### config.mk
export PLATFORM = sky130hd
export DESIGN_NAME = opb_master_single
export DESIGN_NICKNAME = d
export VERILOG_FILES = /design/src/rtl/opb_master_single.sv
export SDC_FILE = /design/constraint.sdc
export NUM_CORES = 1
export LEC_CHECK = 0
export BUFFER_PORTS_ARGS = -buffer_cell sky130_fd_sc_hd__buf_2
export CORE_MARGIN = 8
export CORE_UTILIZATION = 50
export DETAILED_ROUTE_END_ITERATION = 10
export PLACE_DENSITY = 0.84
export SYNTH_ARGS = -nofsm -noshare
export SYNTH_HDL_FRONTEND = slang
export SYNTH_SLANG_ARGS = --single-unit
### constraint.sdc
create_clock -name OPB_Clk -period 3.4 [get_ports OPB_Clk]
set_clock_uncertainty 0.2 [all_clocks]
set_input_delay 0.34 -clock OPB_Clk [delete_from_list [all_inputs] [get_ports OPB_Clk]]
set_output_delay 0.34 -clock OPB_Clk [all_outputs]
set_load 0.01 [all_outputs]
### src/rtl/opb_master_single.sv
// Single-beat OPB bus master: takes one read or write command at a time from user logic
// and reports read data plus a completion status (ok, errAck, timeout, retries exhausted).
module opb_master_single #(
  parameter int C_OPB_AWIDTH     = 32,
  parameter int C_OPB_DWIDTH     = 32,
  parameter int C_TIMEOUT_CYCLES = 16,
  parameter int C_MAX_RETRIES    = 4
) (
  input  logic                    OPB_Clk,
  input  logic                    OPB_Rst,
  output logic                    M_request,
  output logic                    M_busLock,
  output logic                    M_select,
  output logic                    M_RNW,
  output logic [0:3]              M_BE,
  output logic                    M_seqAddr,
  output logic [0:C_OPB_AWIDTH-1] M_ABus,
  output logic [0:C_OPB_DWIDTH-1] M_DBus,
  input  logic                    OPB_MGrant,
  input  logic                    OPB_xferAck,
  input  logic                    OPB_errAck,
  input  logic                    OPB_retry,
  input  logic                    OPB_toutSup,
  input  logic [0:C_OPB_DWIDTH-1] OPB_DBus,
  input  logic                    cmd_valid,
  output logic                    cmd_ready,
  input  logic                    cmd_rnw,
  input  logic [31:0]             cmd_addr,
  input  logic [31:0]             cmd_wdata,
  input  logic [3:0]              cmd_be,
  output logic                    rsp_valid,
  output logic [31:0]             rsp_rdata,
  output logic [1:0]              rsp_status
);

  typedef enum logic [2:0] {
    S_IDLE,
    S_REQ,
    S_XFER,
    S_BACKOFF,
    S_RESP
  } state_t;

  localparam logic [1:0] ST_OK      = 2'b00;
  localparam logic [1:0] ST_ERR     = 2'b01;
  localparam logic [1:0] ST_TIMEOUT = 2'b10;
  localparam logic [1:0] ST_RETRY   = 2'b11;

  localparam logic [3:0] MaxRetries  = 4'(C_MAX_RETRIES);
  localparam logic [7:0] TimeoutLast = 8'(C_TIMEOUT_CYCLES - 1);

  state_t      state_q, state_d;
  logic        rnw_q, rnw_d;
  logic [31:0] addr_q, addr_d;
  logic [31:0] wdata_q, wdata_d;
  logic [3:0]  be_q, be_d;
  logic [3:0]  retry_q, retry_d;
  logic [7:0]  cnt_q, cnt_d;
  logic [31:0] rdata_q, rdata_d;
  logic [1:0]  status_q, status_d;

  always_ff @(posedge OPB_Clk) begin
    if (OPB_Rst) begin
      state_q  <= S_IDLE;
      rnw_q    <= 1'b0;
      addr_q   <= '0;
      wdata_q  <= '0;
      be_q     <= '0;
      retry_q  <= '0;
      cnt_q    <= '0;
      rdata_q  <= '0;
      status_q <= '0;
    end else begin
      state_q  <= state_d;
      rnw_q    <= rnw_d;
      addr_q   <= addr_d;
      wdata_q  <= wdata_d;
      be_q     <= be_d;
      retry_q  <= retry_d;
      cnt_q    <= cnt_d;
      rdata_q  <= rdata_d;
      status_q <= status_d;
    end
  end

  // Resolution priority in XFER: errAck, then xferAck, then retry, then timeout.
  always_comb begin
    state_d  = state_q;
    rnw_d    = rnw_q;
    addr_d   = addr_q;
    wdata_d  = wdata_q;
    be_d     = be_q;
    retry_d  = retry_q;
    cnt_d    = cnt_q;
    rdata_d  = rdata_q;
    status_d = status_q;
    case (state_q)
      S_IDLE: begin
        if (cmd_valid) begin
          rnw_d   = cmd_rnw;
          addr_d  = cmd_addr;
          wdata_d = cmd_wdata;
          be_d    = cmd_be;
          retry_d = '0;
          state_d = S_REQ;
        end
      end
      S_REQ: begin
        cnt_d = '0;
        if (OPB_MGrant) state_d = S_XFER;
      end
      S_XFER: begin
        if (!OPB_toutSup) cnt_d = cnt_q + 8'd1;
        if (OPB_errAck) begin
          status_d = ST_ERR;
          rdata_d  = '0;
          state_d  = S_RESP;
        end else if (OPB_xferAck) begin
          status_d = ST_OK;
          rdata_d  = rnw_q ? 32'(OPB_DBus) : 32'd0;
          state_d  = S_RESP;
        end else if (OPB_retry) begin
          if (retry_q < MaxRetries) begin
            retry_d = retry_q + 4'd1;
            state_d = S_BACKOFF;
          end else begin
            status_d = ST_RETRY;
            rdata_d  = '0;
            state_d  = S_RESP;
          end
        end else if (cnt_q == TimeoutLast && !OPB_toutSup) begin
          status_d = ST_TIMEOUT;
          rdata_d  = '0;
          state_d  = S_RESP;
        end
      end
      S_BACKOFF: state_d = S_REQ;
      S_RESP:    state_d = S_IDLE;
      default:   state_d = S_IDLE;
    endcase
  end

  // Address/data phase signals are gated to zero off-select so the OR-bus stays clean.
  assign M_busLock  = 1'b0;
  assign M_seqAddr  = 1'b0;
  assign M_request  = (state_q == S_REQ);
  assign M_select   = (state_q == S_XFER);
  assign M_RNW      = M_select & rnw_q;
  assign M_BE       = M_select ? be_q : 4'd0;
  assign M_ABus     = M_select ? C_OPB_AWIDTH'(addr_q) : '0;
  assign M_DBus     = (M_select && !rnw_q) ? C_OPB_DWIDTH'(wdata_q) : '0;
  assign cmd_ready  = (state_q == S_IDLE) && !OPB_Rst;
  assign rsp_valid  = (state_q == S_RESP);
  assign rsp_rdata  = rsp_valid ? rdata_q : 32'd0;
  assign rsp_status = rsp_valid ? status_q : 2'd0;

endmodule

# [After elaboration in Yosys (flattened, before gate mapping)]
# Index checks and enable logic that the tools add are counted.
[totals] in_bits=109 out_inout_bits=109 register_bits=118
[classes] n_eq_ne=14 n_reduce_logical=15 n_mux=32 n_bitwise=1 magnitude_cmp=1 n_addsub=2
[op_table] operator="$mux 32" n=9
[op_table] operator="$mux 4" n=6
[op_table] operator="$mux 3" n=7
[op_table] operator="$pmux 8 s2" n=1
[op_table] operator="$mux 2" n=6
[op_table] operator="$pmux 3 s4" n=1
[op_table] operator="$add 8x1->8 const B" n=1
[op_table] operator="$eq 8x4->1 const B" n=1
[op_table] operator="$mux 8" n=1
[op_table] operator="$ne 2x2->1 const B" n=4
[op_table] operator="$pmux 4 s2" n=1
[op_table] operator="$eq 3x2->1 const B" n=2
[op_table] operator="$ne 2x1->1 const B" n=3
[op_table] operator="$reduce_and 3->1" n=2
[op_table] operator="$reduce_and 6->1" n=1
[op_table] operator="$ne 5x1->1 const B" n=1
[op_table] operator="$add 4x1->4 const B" n=1
[op_table] operator="$lt 4x3->1 const B" n=1
[op_table] operator="$ne 4x4->1 const B" n=1
[op_table] operator="$reduce_and 2->1" n=2
[op_table] operator="$reduce_bool 2->1" n=2
[op_table] operator="$reduce_bool 4->1" n=1
[op_table] operator="$eq 3x1->1 const B" n=1
[op_table] operator="$eq 3x3->1 const B" n=1
[op_table] operator="other kinds (4)" n=8

# [Depth between registers and ports, before layout]
# Gate-level depths: netlist of run 1.
[depth] word_depth=7 mapped_depth=8

# [Worst setup path before layout of run 1]
# Ideal clock, no wire load.
[synth_path] kind="register to register" start="reg cnt_q[0]" end="reg rdata_q[0]" setup_time_ps=117 synth_period_minus_slack_ps=2092 t_arrival_ps=1775 required_ps=3083 stages_incl_launch_ff=7 slack_ps=1308 path_cell_list="dfxtp_1 > ha_1 > or4b_4 > o31ai_4 > a31oi_4 > buf_6 > a22o_1"
[synth_between] elab_chain_cells=4
[synth_lines] item="from (decl)" line="58" source="logic [7:0] cnt_q, cnt_d;"
[synth_lines] item="from (signal assigned)" line="80" source="cnt_q <= cnt_d;"
[synth_lines] item="$eq 8x4->1" line="131" source="end else if (cnt_q == TimeoutLast && !OPB_toutSup) begin"
[synth_lines] item="$logic_and 1x1->1" line="131"
[synth_lines] item="$reduce_bool 4->1 (no source line)"
[synth_lines] item="$reduce_and 3->1 (no source line)"
[synth_lines] item="to (signal assigned)" line="81" source="rdata_q <= rdata_d;"
[synth_lines] item="to (decl)" line="59" source="logic [31:0] rdata_q, rdata_d;"
# No other way between the ends.
# A chain may end at the register's enable or synchronous reset.

# [Final worst setup path of run 1]
[layout_path] start="reg state_q[1]" end="out M_ABus[4] (netlist bit)"
[layout_between] elab_chain_cells=2
[layout_lines] item="from (decl)" line="52" source="state_t state_q, state_d;"
[layout_lines] item="from (signal assigned)" line="74" source="state_q <= state_d;"
[layout_lines] item="$eq 3x2->1" line="147" source="assign M_select = (state_q == S_XFER);"
[layout_lines] item="$mux 32" line="150" source="assign M_ABus = M_select ? C_OPB_AWIDTH'(addr_q) : '0;"
[layout_lines] item="to (decl)" line="17" source="output logic [0:C_OPB_AWIDTH-1] M_ABus,"
# No other way between the ends.

==> impl_metrics.toml, run 1 <==
[status]
outcome = "finished clean"

[setup_path]
arrival_ps = 2540
path_class = "register to output port"
r2r_cells = 4
cp-end-kind = "output port"
r2r_slack_ps = 580
crit_path_start = "state_q[1]"
endpoint = "M_ABus[4]"
cp-start-kind = "register"
worstPathRequired_ps = 2860
timing.rr.start = "state_q[1]"
path_max_fanout = 45
reg2reg_to = "rdata_q[30]"

[detailed_routing]
num_vias = 5509
final_antenna_net_count = 0
drc = 0
avgViaCountPerCell = 5.28
drt_wl_total_um = 18700
drtIter0Drc = 500
dr.pass1.iters = 7
routedWlPerCell_um = 17.9

[clock_network]
cts_root_buffer = "clkbuf_8"
cts_tree = "done"
clk_pin_slew_ps = 60
cts_max_level = 4
post_cts_buffers = 0
cts_buffers = 17
clock_sinks = 118
clockBufferDepth = 2
clock_latency_ps = 520

[finish]
layout-drive-gt1-share_pct = 29.9
layout_common_cells = "215 x buf_2, 143 x nand2_1, 118 x dfxtp_1"
syn_to_final_growth_pct = 54.2
final_nets = 1004
final_common_cell = "buf_2"
layout.cells.non_filler = 1043
design_area_um2 = 7740

[floorplanning]
start_util_pct = 51.4
rows = 36
chipHeight_um = 116
core_um2 = 9770
io_pins = 218
die_x_um = 116
dieArea_um2 = 13500

[power_and_ir_drop]
p_per_area_nw_per_um2 = 482
ir_worst_vdd_uv = 456
power_leakage_nw = 3.59

[synthesis]
yosysTopAreaCell = "dfxtp_1"
ys_seq_area_share_pct = 47.0
mappedNetlistArea_um2 = 5020
synthCells = 595
synth_area_per_cell_um2 = 8.44
yosysWarningCount = 0
ys_ff_latch = 118
synthTopCellsByArea = "dfxtp_1 47%, and2_1 13%, nand2_1 11%"
synth_top_area_share_pct = 47.0
post_synth_num_cell_types = 46

[timing]
rsz0062_at_grt = "no"
worst_pin_slew_ps = 875
finalMaxSlewViolations = 0
fmax_mhz = 324
min_period_ps = 3080
fin_crit_sh_pct = 90.7
setup_viol = 0
setup_tns_ps = 0
slew_headroom_pct = 41.7
finalHoldViolations = 0

[global_routing]
grt.total_usage_pct = 27.5
grt_overflow_total = 0
grt_pass1_wl_um = 29100
grt_pass1_vias = 5798
grt_max_degree = 72
antenna_found_initial = 0

[run]
maxCapViolCount = 0

[placement]
io_buffers = 215
dp.cells = 902
dp_hpwl_um = 10500
gp_congestion = 0.834
place_area_um2 = 6080

[min_path]
min_path_type = "input pin to register"
worst max-delay path: stages (launching register included):
cell and delay [ps]:
dfxtp_1 530, or3b_1 520, inv_2 590, and2_1 250, buf_2 140
metrics by stage:
stage	total power [W]	setup slack (ps)	utilization, %	hold slack [ps]
finish	0.00374	315	79.2	47.0
floorplan	0.00170	1310	-	232
global placement	0.00180	768	62.2	236
CTS	0.00373	307	79.1	20.8
detailed placement	0.00182	644	62.2	242
global route	0.00386	172	79.1	70.9
routing by layer:
metal | share of wire, % | up-vias | GRT usage, %
met5 | 0 | - | 0
met3 | 12 | 62 | 12.3
li1 | - | 2565 | -
met1 | 36 | 2550 | 28.6
met2 | 49 | 332 | 46.4
met4 | 3.2 | 0 | 14.1
sequential cells by signal (all words and copies together) (netlist names):
signal and count:
cnt_q 8, be_q 4, addr_q 32, rnw_q 1, status_q 2, wdata_q 32, retry_q 4, state_q 3
rdata_q 32
where the power goes:
group | switching [W] | internal (W)
combinational | 0.000226 | 0.000198
sequential | 0.0000404 | 0.00145
clock | 0.000651 | 0.00117
logic make-up after synthesis:
logic type	count (synthesis)	share of synthesized area (%)
multiplexers	4	0.822
other	1	0.0747
buffers and inverters	52	5.23
XOR/XNOR	6	1.05
AO/OA/AOI/OAI	118	15.9
AND/OR/NAND/NOR	294	29.3
adder cells (fa/ha/maj)	2	0.498
flip-flops	118	47.0
Yosys cell counts, drive strengths merged:
library cell	number
nand2	143
dfxtp	118
and2	105
a21oi	72
a22o	32
clkbuf	30
buf	18
nor2	17
nand3	5
nor3	5
xnor2	5
a2111oi	4
inv	4
a31oi	3
mux2i	3
nand2b	3
or2	3
a211oi	2
ha	2
nand4	2
nor3b	2
nor4	2
or3b	2
or4b	2
a21o	1
a221oi	1
a31o	1
a41oi	1
and4b	1
conb	1
mux2	1
nand3b	1
nor4b	1
o31ai	1
xor2	1
what timing repair did:
| action | 4_1_cts | 5_1_grt |
|---|---|---|
| endpoints found under the hold margin | 105 | 0 |
| hold buffers | 105 | 0 |
| resized for setup | 0 | 0 |
final cells by class:
class,instances,area (um2)
antenna,4,10.0
clock buffer,21,459
clock inverter,11,146
fill,567,2030
inverter,4,15.0
multi-input combinational,426,2410
sequential,118,2360
tap,133,166
timing repair buffer,326,2170
worst min path at each step:
stage	slack (ps)	start	endpoint	depth (start not counted)
2_1_floorplan	230	addr_q[0]	addr_q[0]	2
3_3_place_gp	240	addr_q[8]	addr_q[8]	2
3_5_place_dp	240	wdata_q[1]	wdata_q[1]	2
4_1_cts	20	OPB_toutSup	cnt_q[2]	4
5_1_grt	70	cmd_valid	state_q[1]	4
6_report	50	OPB_toutSup	cnt_q[2]	4
Power figures use the tool's default switching activity.
==> run 2, diff against run 1 <==
--- a/config.mk
+++ b/config.mk
@@ -6,10 +6,10 @@
 export NUM_CORES = 1
 export LEC_CHECK = 0
 export BUFFER_PORTS_ARGS = -buffer_cell sky130_fd_sc_hd__buf_2
-export CORE_MARGIN = 8
-export CORE_UTILIZATION = 50
+export CORE_MARGIN = 1
+export CORE_UTILIZATION = 43
 export DETAILED_ROUTE_END_ITERATION = 10
-export PLACE_DENSITY = 0.84
+export PLACE_DENSITY = 0.76
 export SYNTH_ARGS = -nofsm -noshare
 export SYNTH_HDL_FRONTEND = slang
 export SYNTH_SLANG_ARGS = --single-unit
==> constraint.sdc (replaced) <==
create_clock -name OPB_Clk -period 2.8 [get_ports OPB_Clk]
set_clock_uncertainty 0.2 [all_clocks]
set_input_delay 0.28 -clock OPB_Clk [delete_from_list [all_inputs] [get_ports OPB_Clk]]
set_output_delay 0.28 -clock OPB_Clk [all_outputs]
set_load 0.01 [all_outputs]
==> run 2 against run 1 <==
Global-route usage down 2.3 points. Flip-flop and latch count unchanged. Wire length down 18%. Worst setup slack worse by 120 ps. Critical path depth up 1. Count of clock-buffer cells in the layout up 2. Core utilization down 11 points. Clock power up 18%. Sequential share of layout area down 0.053 points. Sequential power up 21%. Hold slack better by 3.0 ps. Combinational power up 20%.
==> impl_metrics.toml, run 2 (synthesized netlist as in run 1, its figures left out) <==
[status]
outcome = "finished clean"

[floorplanning]
die_x_um = 110
dieArea_um2 = 12100
core_um2 = 11400
chipHeight_um = 110
start_util_pct = 44.0
io_pins = 218
rows = 39

[clock_network]
cts_tree = "done"
cts_max_level = 4
cts_root_buffer = "clkbuf_16"
clock_latency_ps = 410
post_cts_buffers = 0
clock_sinks = 118
cts_buffers = 17
clockBufferDepth = 2
clk_pin_slew_ps = 50

[setup_path]
arrival_ps = 2120
path_cells = "or3b_4, nor2_1, buf_4, and2_1, buf_2"
path_max_fanout = 32
cp-start-kind = "register"
cp_slowest_cell = "or3b_4"
crit_buf_inv = 2
cp_top_family = "simple AND/OR/NAND/NOR gates"
cp-end-kind = "output port"
path_class = "register to output port"
worstPathRequired_ps = 2320
cpPeakStageDelay_ps = 490

[global_routing]
grt.total_usage_pct = 25.3
grt_max_degree = 72
grt_pass1_vias = 5017
grt_overflow_total = 0
grt_pass1_wl_um = 23300
antenna_found_initial = 0
use_met1_pct = 27.7
busiest_layer = "met2"
grt_util_met2_pct = 43.8
grt_use_met3_pct = 8.99

[timing]
setup_tns_ps = 0
slew_headroom_pct = 41.4
setup_viol = 0
worst_pin_slew_ps = 879
layout_setup_ws_ps = 198
rsz0062_at_grt = "no"
finalMaxSlewViolations = 0
fin_crit_sh_pct = 92.9
fmax_mhz = 384
finalHoldViolations = 0
min_period_ps = 2600

[finish]
diodes = 0
syn_to_final_growth_pct = 54.6
layout-drive-gt1-share_pct = 30.4
top_regs = "addr_q: 32 flops, rdata_q: 32 flops, wdata_q: 32 flops"
final_nets = 1006
layout.cells.non_filler = 1050
final_common_cell = "buf_2"
utilization_pct = 68.0
layout_common_cells = "215 x buf_2, 143 x nand2_1, 117 x dfxtp_1"

[power_and_ir_drop]
p_clk_share_pct = 48.1
power_leakage_nw = 3.63
power_w = 0.00446
intPower_w = 0.00342
ir_worst_vdd_uv = 572
p_per_area_nw_per_um2 = 574
sw_frac_of_total_pct = 23.2
switchingPower_w = 0.00103
pwr-share-comb_pct = 11.4
pwr-share-seq_pct = 40.5

[placement]
io_buffers = 215
place_ws_ps = 400
gp_congestion = 0.831
dp.cells = 916
dp_hpwl_um = 8330

[detailed_routing]
dr.pass1.iters = 5
routedWlPerCell_um = 14.6
avgViaCountPerCell = 5.01
num_vias = 5257
drtIter0Drc = 331
drt_wl_total_um = 15300
final_antenna_net_count = 0
drc = 0

[min_path]
min_path_type = "input pin to register"

[run]
maxCapViolCount = 0
-- run 2: layout make-up --
type	instances	area, um2
clock buffer	23	498
clock inverter	8	96.3
fill	845	3660
inverter	4	15.0
multi-input combinational	426	2420
sequential	118	2360
tap	143	179
timing repair buffer	328	2190
-- run 2: metrics by stage --
stage / area [um2] / hold slack [ps]
after floorplan: 5020 / 213
after detailed placement: 6130 / 242
after global placement: 6130 / 238
after global routing: 7760 / 39.9
final: 7760 / 50.1
after CTS: 7760 / 37.0
-- run 2: routing by layer --
layer,vias up,wire [um],share of wire (%)
met5,-,0,0
met4,0,348,2.3
met3,32,1270,8.3
met2,232,7660,50
met1,2433,6010,39
li1,2560,-,-
-- run 2: power by group through the flow --
stage	clock network [W]	registers, W	logic (W)
floorplan	0	0.00182	0.000247
global placement	0	0.00183	0.000378
detailed placement	0	0.00184	0.000381
CTS	0.00218	0.00180	0.000495
global route	0.00225	0.00181	0.000560
finish	0.00215	0.00180	0.000506
-- run 2: tightest hold or removal path, delay by kind of cell --
| family | cells | cell delay, ps |
|---|---|---|
| AOI/OAI and AO/OA | 1 | 80 |
| buffers and inverters | 1 | 150 |
| and+or+nand+nor | 1 | 100 |
-- run 2: what timing repair did --
| item | CTS | global route |
|---|---|---|
| gates resized for setup | 0 | 2 |
| hold endpoints to repair | 103 | 0 |
| setup endpoints to repair | 0 | 51 |
| hold buffers | 103 | 0 |
-- run 2: path summary, 6_finish.rpt --
kind,from,to,slack (ps),cells past startpoint
worst max-delay path,state_q[2],M_DBus[15],200,5
worst min-delay path,OPB_retry,state_q[1],50,3
worst min register to register,addr_q[17],addr_q[17],250,2
worst max register to register,cnt_q[0],rdata_q[30],350,5
==> run 3, diff against run 2 <==
--- a/config.mk
+++ b/config.mk
@@ -7,9 +7,8 @@
 export LEC_CHECK = 0
 export BUFFER_PORTS_ARGS = -buffer_cell sky130_fd_sc_hd__buf_2
 export CORE_MARGIN = 1
-export CORE_UTILIZATION = 43
+export CORE_UTILIZATION = 35
 export DETAILED_ROUTE_END_ITERATION = 10
-export PLACE_DENSITY = 0.76
 export SYNTH_ARGS = -nofsm -noshare
 export SYNTH_HDL_FRONTEND = slang
 export SYNTH_SLANG_ARGS = --single-unit
==> run 3 against run 2 <==
Sequential power about the same. Register-to-register slack about the same. Final area grew 0.53%. Core utilization shrank 12 points. Sequential share of layout area shrank 0.15 points. Via count shrank 2.3%. Worst setup slack gained 20 ps. Maximum frequency up 0.79%. Largest cell class unchanged. Largest power group unchanged.
==> impl_metrics.toml, run 3 (synthesized netlist as in run 1, its figures left out) <==
[finish]
layout-drive-gt1-share_pct = 30.2
diodes = 0
final_nets = 1004
layout.cells.non_filler = 1086
multiInputGateArea_um2 = 2410
syn_to_final_growth_pct = 55.4
layout_common_cells = "215 x buf_2, 143 x nand2_1, 116 x dfxtp_1"
final_common_cell = "buf_2"
design_area_um2 = 7800
top_regs = "addr_q: 32 flops, rdata_q: 32 flops, wdata_q: 32 flops"
fillers = 1252
seq_area_um2 = 2360

[floorplanning]
dieArea_um2 = 14800
core_um2 = 13900
rows = 43
io_pins = 218
die_x_um = 122
chipHeight_um = 122
start_util_pct = 36.0

[setup_path]
crit_cells = 5
worstPathRequired_ps = 2320
cpPeakStageDelay_ps = 500
cp-end-kind = "output port"
cp_slowest_cell = "or3b_1"
cp-start-kind = "register"
path_class = "register to output port"
path_max_fanout = 32
cp_top_family = "simple AND/OR/NAND/NOR gates"
arrival_ps = 2100
crit_buf_inv = 2
path_cells = "or3b_1, nor2_1, buf_6, and2_1, buf_2"
r2r_cells = 5

[detailed_routing]
drc = 0
avgViaCountPerCell = 4.73
drtIter0Drc = 216
drt_wl_total_um = 14900
final_antenna_net_count = 0
num_vias = 5136
routedWlPerCell_um = 13.7
dr.pass1.iters = 4

[timing]
setup_viol = 0
finalMaxSlewViolations = 0
min_period_ps = 2580
finalHoldWorstSlack_ps = 42.5
fmax_mhz = 387
finalHoldViolations = 0
rsz0062_at_grt = "no"
slew_headroom_pct = 40.7
fin_crit_sh_pct = 92.2
worst_pin_slew_ps = 889
setup_tns_ps = 0

[min_path]
min_path_type = "input pin to register"
holdPathStages = 4

[power_and_ir_drop]
power_leakage_nw = 3.61
ir_worst_vdd_uv = 429
p_per_area_nw_per_um2 = 575
power_w = 0.00448

[clock_network]
clock_latency_ps = 400
clock_sinks = 118
cts_root_buffer = "clkbuf_16"
cts_buffers = 17
post_cts_buffers = 0
cts_tree = "done"
cts_max_level = 4
clk_pin_slew_ps = 50
clockBufferDepth = 2

[placement]
dp_hpwl_um = 8990
io_buffers = 215
dp.cells = 953
gp_congestion = 0.803
place_area_um2 = 6190

[run]
maxCapViolCount = 0

[global_routing]
grt_pass1_wl_um = 23600
grt_max_degree = 57
grt_overflow_total = 0
grt_pass1_vias = 5120
grt.total_usage_pct = 20.2
antenna_found_initial = 0

[status]
outcome = "finished clean"
run 3: changes by cell type in the layout (fill, tap and decap cells not counted), sizes merged:
cell | previous run | this run
dlygate4sd3 | 103 | 101
bufinv | 2 | 3
clkinvlp | 1 | 2
inv | 4 | 3
run 3: final timing paths:
| path | slack [ps] | startpoint | end |
|---|---|---|---|
| setup / recovery | 220 | state_q[1] | M_DBus[27] |
| hold / removal | 40 | OPB_MGrant | state_q[0] |
| setup reg to reg | 360 | cnt_q[0] | rdata_q[29] |
| hold reg to reg | 250 | addr_q[22] | addr_q[22] |
run 3: final cells by class:
type	instances	area share (%)
inverters	4	0.208
clock inverters	9	1.60
flip-flops and latches	118	30.3
multi-input cells	426	30.9
clock buffers	23	6.00
well taps	180	2.89
repair buffers	326	28.1
run 3: layer usage:
metal / vias to the layer above / routed length [um] / part of all wire, % / global-route usage [%]
met2: 179 / 7150 / 48 / 34.4
met5: - / 0 / 0 / 0
li1: 2557 / - / - / -
met4: 0 / 214 / 1.4 / 8.56
met1: 2379 / 6480 / 43 / 22.9
met3: 21 / 1070 / 7.2 / 6.98
run 3: what timing repair did:
| item | CTS | global route |
|---|---|---|
| endpoints found under the setup margin | 0 | 59 |
| hold endpoints to repair | 101 | 0 |
| hold buffers | 101 | 0 |
| gates resized for setup | 0 | 4 |
run 3: per-stage QoR:
step,setup WS [ps],utilization [%]
floorplan,708,-
global placement,455,44.4
detailed placement,369,44.4
CTS,13.4,55.9
global route,80.3,56.0
finish,219,56.0
run 3: power by group:
group | leakage, nW | internal [W] | switching [W] | total, W
Sequential | 0.962 | 0.00176 | 0.0000437 | 0.00180
Clock | 0.287 | 0.00144 | 0.000739 | 0.00218
Combinational | 2.36 | 0.000246 | 0.000256 | 0.000502
run 3: tightest hold or removal path: stages:
cell and delay, ps:
buf_2 80, nand2_1 70, a21oi_1 120, a2111oi_0 60
